<file path="src/rtl/key_event_ctrl.sv">
// key_event_ctrl: debounced multi-key press controller.
// Each active-low key is synchronized, sampled on a shared 10 ms tick and
// classified as SHORT or LONG. Events wait in a one-deep per-key pending slot,
// are granted lowest-index first into a small FIFO and leave over valid/ready.
// Optional feature macro: KEY_REPEAT_EN (REPEAT events while a LONG press is held).
module key_event_ctrl #(
  parameter int unsigned CLK_FREQ     = 100000000,
  parameter int unsigned N_KEYS       = 4,
  parameter int unsigned LONG_TICKS   = 100,
  parameter int unsigned REPEAT_TICKS = 20,
  parameter int unsigned FIFO_DEPTH   = 4,
  localparam int unsigned IDXW        = (N_KEYS > 1) ? $clog2(N_KEYS) : 1
) (
  input  logic                clk_i,
  input  logic                rstn_i,
  input  logic [N_KEYS-1:0]   key_i,
  output logic                evt_valid_o,
  input  logic                evt_ready_i,
  output logic [IDXW+1:0]     evt_data_o,
  output logic                evt_ovf_o
);

  localparam int unsigned TICK_CYC = CLK_FREQ / 100;
  localparam int unsigned TCW      = (TICK_CYC > 1) ? $clog2(TICK_CYC) : 1;
  localparam logic [TCW-1:0] TICK_MAX = TCW'(TICK_CYC - 1);
  localparam int unsigned HCW      = $clog2(LONG_TICKS + 1);
  localparam logic [HCW-1:0] HOLD_LONG = HCW'(LONG_TICKS);
  localparam logic [HCW-1:0] HOLD_PRE  = HCW'(LONG_TICKS - 1);
  localparam int unsigned PW       = (FIFO_DEPTH > 1) ? $clog2(FIFO_DEPTH) : 1;
  localparam int unsigned CW       = $clog2(FIFO_DEPTH + 1);
  localparam logic [PW-1:0] PTR_LAST = PW'(FIFO_DEPTH - 1);
  localparam logic [CW-1:0] CNT_FULL = CW'(FIFO_DEPTH);
  localparam int unsigned DW       = IDXW + 2;

  typedef enum logic [1:0] {S_IDLE, S_PRESS, S_HELD, S_REL} key_state_e;

  localparam logic [1:0] EV_NONE   = 2'b00;
  localparam logic [1:0] EV_SHORT  = 2'b01;
  localparam logic [1:0] EV_LONG   = 2'b10;
`ifdef KEY_REPEAT_EN
  localparam logic [1:0] EV_REPEAT = 2'b11;
  localparam int unsigned RCW      = (REPEAT_TICKS > 1) ? $clog2(REPEAT_TICKS) : 1;
  localparam logic [RCW-1:0] RPT_LAST = RCW'(REPEAT_TICKS - 1);
`endif

  // ---------------- input synchronizers and tick ----------------
  logic [N_KEYS-1:0] sync1_q, sync2_q;
  logic [TCW-1:0]    tick_cnt_q;
  logic              tick;

  assign tick = (tick_cnt_q == TICK_MAX);

  // Two-flop synchronizer per key; idle level (released) out of reset.
  always_ff @(posedge clk_i or negedge rstn_i) begin
    if (!rstn_i) begin
      sync1_q <= '1;
      sync2_q <= '1;
    end else begin
      sync1_q <= key_i;
      sync2_q <= sync1_q;
    end
  end

  // Free-running tick divider, one-cycle tick at terminal count.
  always_ff @(posedge clk_i or negedge rstn_i) begin
    if (!rstn_i) begin
      tick_cnt_q <= '0;
    end else if (tick) begin
      tick_cnt_q <= '0;
    end else begin
      tick_cnt_q <= tick_cnt_q + 1'b1;
    end
  end

  // ---------------- per-key press FSMs ----------------
  key_state_e        state_q [N_KEYS];
  key_state_e        state_d [N_KEYS];
  logic [HCW-1:0]    hold_q  [N_KEYS];
  logic [HCW-1:0]    hold_d  [N_KEYS];
  logic [N_KEYS-1:0] raise;
  logic [1:0]        raise_type [N_KEYS];
`ifdef KEY_REPEAT_EN
  logic [RCW-1:0]    rpt_q [N_KEYS];
  logic [RCW-1:0]    rpt_d [N_KEYS];
`endif

  // Key FSM state registers.
  always_ff @(posedge clk_i or negedge rstn_i) begin
    if (!rstn_i) begin
      for (int unsigned i = 0; i < N_KEYS; i++) begin
        state_q[i] <= S_IDLE;
        hold_q[i]  <= '0;
`ifdef KEY_REPEAT_EN
        rpt_q[i]   <= '0;
`endif
      end
    end else begin
      for (int unsigned i = 0; i < N_KEYS; i++) begin
        state_q[i] <= state_d[i];
        hold_q[i]  <= hold_d[i];
`ifdef KEY_REPEAT_EN
        rpt_q[i]   <= rpt_d[i];
`endif
      end
    end
  end

  // Key FSM next state and event raise, evaluated only on tick.
  always_comb begin
    raise = '0;
    for (int unsigned i = 0; i < N_KEYS; i++) begin
      state_d[i]    = state_q[i];
      hold_d[i]     = hold_q[i];
      raise_type[i] = EV_NONE;
`ifdef KEY_REPEAT_EN
      rpt_d[i]      = rpt_q[i];
`endif
      if (tick) begin
        case (state_q[i])
          S_IDLE: begin
            if (!sync2_q[i]) state_d[i] = S_PRESS;
          end
          S_PRESS: begin
            if (!sync2_q[i]) begin
              state_d[i] = S_HELD;
              hold_d[i]  = '0;
            end else begin
              state_d[i] = S_IDLE;
            end
          end
          S_HELD: begin
            if (sync2_q[i]) begin
              state_d[i] = S_REL;
            end else if (hold_q[i] < HOLD_LONG) begin
              hold_d[i] = hold_q[i] + 1'b1;
              if (hold_q[i] == HOLD_PRE) begin
                raise[i]      = 1'b1;
                raise_type[i] = EV_LONG;
`ifdef KEY_REPEAT_EN
                rpt_d[i]      = '0;
`endif
              end
            end
`ifdef KEY_REPEAT_EN
            else if (rpt_q[i] == RPT_LAST) begin
              rpt_d[i]      = '0;
              raise[i]      = 1'b1;
              raise_type[i] = EV_REPEAT;
            end else begin
              rpt_d[i] = rpt_q[i] + 1'b1;
            end
`endif
          end
          S_REL: begin
            if (sync2_q[i]) begin
              state_d[i] = S_IDLE;
              if (hold_q[i] < HOLD_LONG) begin
                raise[i]      = 1'b1;
                raise_type[i] = EV_SHORT;
              end
            end else begin
              state_d[i] = S_HELD;
            end
          end
          default: state_d[i] = S_IDLE;
        endcase
      end
    end
  end

  // ---------------- pending slots and arbiter ----------------
  logic [N_KEYS-1:0] pend_v_q, pend_v_d;
  logic [1:0]        pend_t_q [N_KEYS];
  logic [1:0]        pend_t_d [N_KEYS];
  logic [N_KEYS-1:0] gnt;
  logic              push;
  logic [DW-1:0]     push_data;
  logic              ovf_d, ovf_q;
  logic              full, empty, pop;

  // Fixed-priority grant: lowest-index valid slot, only when FIFO not full.
  always_comb begin
    gnt       = '0;
    push      = 1'b0;
    push_data = '0;
    if (!full) begin
      for (int unsigned i = 0; i < N_KEYS; i++) begin
        if (pend_v_q[i] && !push) begin
          gnt[i]    = 1'b1;
          push      = 1'b1;
          push_data = {pend_t_q[i], IDXW'(i)};
        end
      end
    end
  end

  // Slot update: grant clears, raise sets; a raise onto a still-occupied slot overwrites and flags loss.
  always_comb begin
    ovf_d = 1'b0;
    for (int unsigned i = 0; i < N_KEYS; i++) begin
      pend_v_d[i] = pend_v_q[i] & ~gnt[i];
      pend_t_d[i] = pend_t_q[i];
      if (raise[i]) begin
        if (pend_v_q[i] && !gnt[i]) ovf_d = 1'b1;
        pend_v_d[i] = 1'b1;
        pend_t_d[i] = raise_type[i];
      end
    end
  end

  // Pending slot and overflow pulse registers.
  always_ff @(posedge clk_i or negedge rstn_i) begin
    if (!rstn_i) begin
      pend_v_q <= '0;
      ovf_q    <= 1'b0;
      for (int unsigned i = 0; i < N_KEYS; i++) pend_t_q[i] <= EV_NONE;
    end else begin
      pend_v_q <= pend_v_d;
      ovf_q    <= ovf_d;
      for (int unsigned i = 0; i < N_KEYS; i++) pend_t_q[i] <= pend_t_d[i];
    end
  end

  // ---------------- event FIFO ----------------
  logic [DW-1:0] mem_q [FIFO_DEPTH];
  logic [PW-1:0] wr_ptr_q, rd_ptr_q;
  logic [CW-1:0] cnt_q;

  assign full  = (cnt_q == CNT_FULL);
  assign empty = (cnt_q == '0);
  assign pop   = !empty && evt_ready_i;

  // FIFO storage; cleared on reset so the head reads zero.
  always_ff @(posedge clk_i or negedge rstn_i) begin
    if (!rstn_i) begin
      for (int unsigned i = 0; i < FIFO_DEPTH; i++) mem_q[i] <= '0;
    end else if (push) begin
      mem_q[wr_ptr_q] <= push_data;
    end
  end

  // FIFO pointers and occupancy; explicit wrap keeps non-power-of-two widths safe.
  always_ff @(posedge clk_i or negedge rstn_i) begin
    if (!rstn_i) begin
      wr_ptr_q <= '0;
      rd_ptr_q <= '0;
      cnt_q    <= '0;
    end else begin
      if (push) wr_ptr_q <= (wr_ptr_q == PTR_LAST) ? '0 : wr_ptr_q + 1'b1;
      if (pop)  rd_ptr_q <= (rd_ptr_q == PTR_LAST) ? '0 : rd_ptr_q + 1'b1;
      if (push && !pop)      cnt_q <= cnt_q + 1'b1;
      else if (pop && !push) cnt_q <= cnt_q - 1'b1;
    end
  end

  assign evt_valid_o = !empty;
  assign evt_data_o  = mem_q[rd_ptr_q];
  assign evt_ovf_o   = ovf_q;

endmodule

</file>
<file path="config.mk">
export PLATFORM = sky130hd
export DESIGN_NAME = key_event_ctrl
export DESIGN_NICKNAME = d
export VERILOG_FILES = /design/src/rtl/key_event_ctrl.sv
export SDC_FILE = /design/constraint.sdc
export NUM_CORES = 1
export LEC_CHECK = 0
export ABC_AREA = 1
export CAP_MARGIN = 20
export CORE_MARGIN = 10
export CORE_UTILIZATION = 50
export CTS_CLUSTER_SIZE = 8
export DETAILED_ROUTE_END_ITERATION = 12
export GPL_ROUTABILITY_DRIVEN = 1
export MAX_ROUTING_LAYER = met4
export PLACE_DENSITY = 0.64
export SLEW_MARGIN = 30
export SYNTH_ARGS = -nofsm -noshare
export SYNTH_HDL_FRONTEND = slang
export SYNTH_SLANG_ARGS = --single-unit
</file>
<file path="constraint.sdc">
create_clock -name clk_i -period 3.2 [get_ports clk_i]
set_clock_uncertainty 0.1 [all_clocks]
set_input_delay 0.64 -clock clk_i [delete_from_list [all_inputs] [get_ports clk_i]]
set_output_delay 0.64 -clock clk_i [all_outputs]
set_load 0.02 [all_outputs]
</file>
==> results of run 1 <==
## metal layers
layer / GRT usage (%) / up-vias / wire length [um]
li1: - / 2124 / -
met1: 18.5 / 1893 / 4990
met2: 22.7 / 50 / 4570
met3: 2.07 / 15 / 270
met4: 5.08 / 0 / 157
met5: - / - / 0
## placed cells by master (no fill, tap or decap), drive strengths merged, types with 2 or more instances in the layout
cell type        n
nand2          133
inv             93
dfrtp           92
nor2            77
o21ai           69
nand3           42
a21oi           26
nor3            25
xor2            18
nand4           13
clkbuf          13
ha              11
clkdlybuf4s50   11
dfstp            8
xnor2            7
or2              7
o22ai            4
nor2b            4
clkinv           4
buf              3
a22oi            2
o211ai           2
o31ai            2
nor4             2
## sequential cells by signal, summed over array words and instances (netlist names), named ones only
signal,cells
hold_q,28
tick_cnt_q,20
mem_q,16
pend_t_q,8
pend_v_q,4
state_q,4
sync1_q,4
sync2_q,4
cnt_q,3
rd_ptr_q,2
wr_ptr_q,2
evt_ovf_o,1
## cell families after synthesis
| logic type | Yosys count | synth area share (%) |
|---|---|---|
| adders and majority gates | 12 | 3.00 |
| buffers and inverters | 102 | 7.95 |
| and+or+nand+nor | 304 | 26.1 |
| DFF | 100 | 47.8 |
| xor gates and xnor gates | 25 | 4.16 |
| AOI/OAI and AO/OA | 107 | 11.0 |
## worst register-to-register path, cell delays in order, from the launching register on
cell	delay [ns]
dfrtp_1	0.42
inv_1	0.11
nand3_1	0.28
nand2_1	0.17
clkinv_1	0.22
ha_1	0.27
inv_1	0.10
fa_1	0.42
nor2_1	0.11
a21oi_1	0.05
## metrics by stage
| step | instance area, um2 | utilization, % | setup slack [ns] | instances | total power [W] |
|---|---|---|---|---|---|
| floorplan | 5260 | - | 1.19 | 650 | 0.00158 |
| global placement | 5510 | 53.6 | 0.875 | 792 | 0.00172 |
| detailed placement | 5510 | 53.6 | 0.854 | 792 | 0.00174 |
| CTS | 5710 | 55.5 | 0.480 | 808 | 0.00254 |
| global route | 5710 | 55.5 | 0.356 | 808 | 0.00264 |
| finish | 5710 | 55.5 | 0.494 | 808 | 0.00251 |
## Yosys cell counts (2+ instances only)
| cell type | count |
|---|---|
| nand3_1 | 39 |
| a22oi_1 | 2 |
| o21ai_2 | 4 |
| nand4_1 | 13 |
| dfstp_2 | 8 |
| o31ai_1 | 2 |
| a21oi_1 | 25 |
| nand3_2 | 3 |
| o21ai_0 | 63 |
| nand2_1 | 132 |
| o211ai_1 | 2 |
| ha_1 | 11 |
| buf_4 | 3 |
| nor3_1 | 16 |
| inv_1 | 92 |
| nor2_1 | 73 |
| nor2b_1 | 3 |
| xnor2_1 | 7 |
| o21ai_1 | 2 |
| nor3_2 | 9 |
| dfrtp_1 | 92 |
| o22ai_1 | 4 |
| nor2_2 | 4 |
| buf_6 | 3 |
| xor2_1 | 18 |
| or2_2 | 7 |
## power by group
group | leakage, nW | total (W) | switching [W] | internal [W]
Clock | 0.105 | 0.000797 | 0.000430 | 0.000367
Combinational | 1.17 | 0.000355 | 0.000206 | 0.000149
Sequential | 1.34 | 0.00135 | 0.0000500 | 0.00130
Total | 2.62 | 0.00251 | 0.000686 | 0.00182
## cell type report
class | instances | area (um2)
fill | 940 | 4570
sequential | 100 | 2510
multi-input combinational | 448 | 2330
inverter | 94 | 353
clock buffer | 13 | 179
tap | 136 | 170
timing repair buffer | 14 | 145
clock inverter | 3 | 18.8
## how the worst max path moves through the flow
stage,from,end,slack (ns),depth (start not counted)
final,rd_ptr_q[0],evt_data_o[3],0.49,4
after global routing,rd_ptr_q[0],evt_data_o[0],0.36,4
after CTS,rd_ptr_q[0],evt_data_o[1],0.48,4
after detailed placement,evt_ready_i,cnt_q[2],0.85,8
after global placement,evt_ready_i,cnt_q[2],0.87,8
after floorplan,cnt_q[0],cnt_q[1],1.19,9
==> summary.md, run 1 <==
| Metric | Value |
|---|---|
| Initial drt markers | 255 |
| Area contributors post-synth | dfrtp_1 (44%), nand2_1 (9.4%), inv_1 (6.6%) |
| H-Tree Depth | 3 |
| Total track usage | 14.3% |
| Crit path max fanout | 11 |
| Placer Congestion | 0.844 |
| Nets | 686 |
| CP startpoint kind | flop |
| Status | finished, final reports clean |
| Crit-path cells | inv_1, nor2_1, o22ai_1, clkdlybuf4s50_1 |
| First drt pass iteration count | 4 |
| Worst Setup End Kind | output port |
| Cts bufs inserted | 9 |
| Root buffer cell | clkbuf_8 |
| Slew Viols, Final | 0 |
| Worst vdd ir | 254 uV |
| Final setup fails | 0 |
| Yosys top cell by area | dfrtp_1 |
| First-pass GRT wire length | 17400 um |
| Fin Setup TNS | 0 ns |
| Postcts setup bufs | 0 |
| Reg-to-reg endpoint | cnt_q[1] |
| Critical path arrival | 1.97 ns |
| WS Path Type | flop to output port |
| Worst hold slack | 0.164 ns |
| Synthesis-stage register bit count | 100 |
| Vias in the first global route | 3861 |
| Reg clk slew, reported paths | 0.09 ns |
| RSZ-0062 raised after global routing | false |
| Max Clock Freq | 370 MHz |
| Total I/O pin count | 13 |
| Power per cell area | 439 mW/mm2 |
| DR WL/cell | 12.4 um |
| Initial antenna violation count | 0 |
| Core area | 0.0103 mm2 |
| Rel. slew slack | 58.9% |
| Pleak | 2.62 nW |
| Die Height | 123 um |
| Syn. warnings | 0 |
| Largest net degree at the start of global routing | 54 |
| Post-cts resize count | 0 |
| Area growth syn-to-layout | 8.52% |
| IO buf count | 12 |
| Antenna-violating nets left | 0 |
| WL final | 9990 um |
| Via count | 4082 |
| Max-cap viol count | 0 |
| Post-synth top flop | dfrtp_1 |
| Die width | 123 um |
| Post-DP HPWL | 7290 um |
| Overflow after GRT | 0 |
| CP required | 2.46 ns |
| Crit path buffers/inverters | 2 |
| Post-synthesis cell type count | 39 |
| Slowest-stage cell, CP | clkdlybuf4s50_1 |
| Layout cells sized above 1 | 8.78% |
| Syn_area_per_cell | 8.09 um2 |
| Share of the synthesized area in the top cell type | 43.8% |
| Crit-path max cell delay | 0.63 ns |
| Die area | 0.0150 mm2 |
| Final Cycle Share | 84.6% |
| R2R cell count | 9 |
| Endpoints failing hold | 0 |
| Slew @ Worst Pin | 0.617 ns |
| HP Class | primary input to async pin |
| Min cycle time layout | 2.71 ns |
| Skew-Pair Late Insertion Delay | 0.37 ns |
| Initial core utilization | 51.2% |
| Rows | 37 |
| Vias/cell | 5.05 |
| Longest Clk Path Bufs | 2 |
| CTS tree | yes |
| Hold-fix buffers, CTS | 0 |
| Worst flop-to-flop path startpoint | cnt_q[1] |
| Post-synth EDFFs | 0 |
| Synthesized net count | 669 |
| Post-Syn Instances | 650 |
| Drt drc | 0 |
| Diodes inserted | 0 |
| Clk sinks | 100 |
| Share of synthesized flip-flops with an asynchronous set or reset | 100% |
| Mapped cell area | 0.00526 mm2 |
| Fraction of the yosys area taken by sequential cells | 47.8% |
| Reg2reg setup slack | 0.86 ns |
| Crit-path leading delay family | buffers and inverters |
Power figures use the tool's default switching activity.
==> inputs of run 2 (changes only) <==
Clock period 3.2 ns to 2.7 ns, I/O delays scaled along.
==> summary.md, run 2 (same netlist as run 1, synthesis figures left out) <==
| Metric | Value |
|---|---|
| Min cycle time layout | 2.54 ns |
| Antenna-violating nets left | 0 |
| Gate power share | 14.3% |
| RSZ-0062 raised after global routing | false |
| Clk sinks | 100 |
| Power per cell area | 517 mW/mm2 |
| Critical path arrival | 1.90 ns |
| Area growth syn-to-layout | 8.52% |
| Diodes inserted | 0 |
| Max-cap viol count | 0 |
| Crit-path leading delay family | buffers and inverters |
| Sw Share | 27.3% |
| Top reg by flops | hold_q |
| First drt pass iteration count | 5 |
| Crit path buffers/inverters | 2 |
| Rel. slew slack | 60.5% |
| Layout cells sized above 1 | 9.05% |
| Max Clock Freq | 393 MHz |
| Post-Layout Cell Count | 810 |
| Slowest-stage cell, CP | clkdlybuf4s50_1 |
| Cts bufs inserted | 9 |
| Clock share of power | 31.3% |
| CP required | 2.06 ns |
| Endpoints failing hold | 0 |
| Skew-Pair Late Insertion Delay | 0.37 ns |
| Biggest regs | hold_q x28, tick_cnt_q x20, mem_q x16 |
| Longest Clk Path Bufs | 2 |
| Rows | 37 |
| CTS tree | yes |
| Total track usage | 15.0% |
| Slew @ Worst Pin | 0.591 ns |
| WL final | 10100 um |
| Placed Cells | 794 |
| Slew Viols, Final | 0 |
| Initial drt markers | 223 |
| Initial antenna violation count | 0 |
| Crit-path cells | inv_2, o21ai_0, o22ai_1, clkdlybuf4s50_1 |
| DR WL/cell | 12.5 um |
| Fin Setup TNS | 0 ns |
| Initial core utilization | 51.2% |
| Pleak | 2.62 nW |
| Final Cycle Share | 94.2% |
| Status | finished, final reports clean |
| Switch Pwr | 0.000805 W |
| Crit path max fanout | 11 |
| Crit-path max cell delay | 0.63 ns |
| Die area | 0.0150 mm2 |
| Commonest non-fill, non-tap cells in the layout | nand2_1 (132), dfrtp_1 (92), inv_1 (91) |
| WS Path Type | flop to output port |
| HP Class | primary input to async pin |
| Total I/O pin count | 13 |
| Pint | 0.00215 W |
| IO buf count | 12 |
| # fillers | 986 |
| Drt drc | 0 |
| Via count | 4097 |
| Vias/cell | 5.06 |
| First-pass GRT wire length | 17900 um |
| Die width | 123 um |
| Placer Congestion | 0.856 |
| Reg clk slew, reported paths | 0.10 ns |
| Pre-CTS WS | 0.374 ns |
| Post-DP HPWL | 7490 um |
| Largest net degree at the start of global routing | 42 |
| Placed cell area | 0.00552 mm2 |
| CP startpoint kind | flop |
| Worst vdd ir | 428 uV |
| Vias in the first global route | 4021 |
| Part of the power in registers | 54.4% |
| Final Cell Area | 0.00571 mm2 |
| Nets | 688 |
| Overflow after GRT | 0 |
| Die Height | 123 um |
| Final setup margin | 0.157 ns |
| Most common cell after layout, fill and taps aside | nand2_1 |
| Core area | 0.0103 mm2 |
| Largest register FFs | 28 |
| Final setup fails | 0 |
| Root buffer cell | clkbuf_8 |
| Worst Setup End Kind | output port |
| H-Tree Depth | 3 |
[run 2: changes by cell type in the layout (fill, tap and decap cells not counted)]
cell / previous run / this run
clkbuf_1: 0 / 1
inv_2: 1 / 2
bufinv_16: 0 / 1
buf_4: 2 / 4
clkbuf_8: 13 / 9
clkinv_2: 2 / 5
inv_1: 92 / 91
clkinv_4: 1 / 0
[run 2: power groups by stage]
stage               registers [W]  logic [W]  clock network, W
finish                    0.00160   0.000422          0.000924
CTS                       0.00160   0.000427          0.000973
detailed placement        0.00163   0.000426                 0
floorplan                 0.00161   0.000267                 0
global route              0.00161   0.000475           0.00103
global placement          0.00163   0.000408                 0
[run 2: final cells by class]
type	instances	area, um2	area share, %
Sequential cell	100	2510	44.0
Clock buffer	10	128	2.24
Timing Repair Buffer	16	160	2.81
Inverter	94	353	6.18
Multi-Input combinational cell	448	2330	40.8
Tap cell	136	170	2.98
Clock inverter	6	55.1	0.965
[run 2: layer usage]
layer	GRT usage (%)	vias up	routed length [um]	part of all wire, %
li1	-	2135	-	-
met1	18.2	1915	4940	49
met2	24.3	39	4800	47
met3	3.99	8	326	3.2
met4	3.83	0	77	0.76
met5	-	-	0	0
[run 2: worst register-to-register path: stages (launching register included)]
cell and delay, ns:
dfrtp_1 0.41, inv_1 0.10, nand3_1 0.27, nand2_1 0.16
clkinv_1 0.21, ha_1 0.27, inv_1 0.10, fa_1 0.43
nor2_1 0.11, a21oi_1 0.05
[run 2: what timing repair did]
action,4_1_cts,5_1_grt
setup endpoints to repair,0,3
buffers inserted,0,0
gates resized for setup,0,1
hold buffers,0,0
[run 2: per-stage QoR]
step / hold WS (ns) / utilization, % / total power (W)
2_1_floorplan: 0.144 / - / 0.00187
3_3_place_gp: 0.245 / 53.7 / 0.00204
3_5_place_dp: 0.247 / 53.7 / 0.00206
4_1_cts: 0.0355 / 55.5 / 0.00300
5_1_grt: 0.0412 / 55.5 / 0.00312
6_report: 0.0329 / 55.5 / 0.00295
[run 2: worst paths after layout]
check	startpoint	endpoint	slack [ns]	cells after the start
max	rd_ptr_q[0]	evt_data_o[3]	0.16	4
min	rstn_i	hold_q[22]	0.03	1
max reg2reg	cnt_q[1]	cnt_q[1]	0.38	9
min reg2reg	sync1_q[3]	sync2_q[3]	0.25	0
max in group asynchronous	rstn_i	sync1_q[0]	1.78	2
min in group clk_i	sync1_q[3]	sync2_q[3]	0.25	0
==> inputs of run 3 (changes only) <==
Settings changed: SLEW_MARGIN 30 to not set.
==> results of run 3 <==
No change in the layout: final DEF, timing and power equal those of run 2.
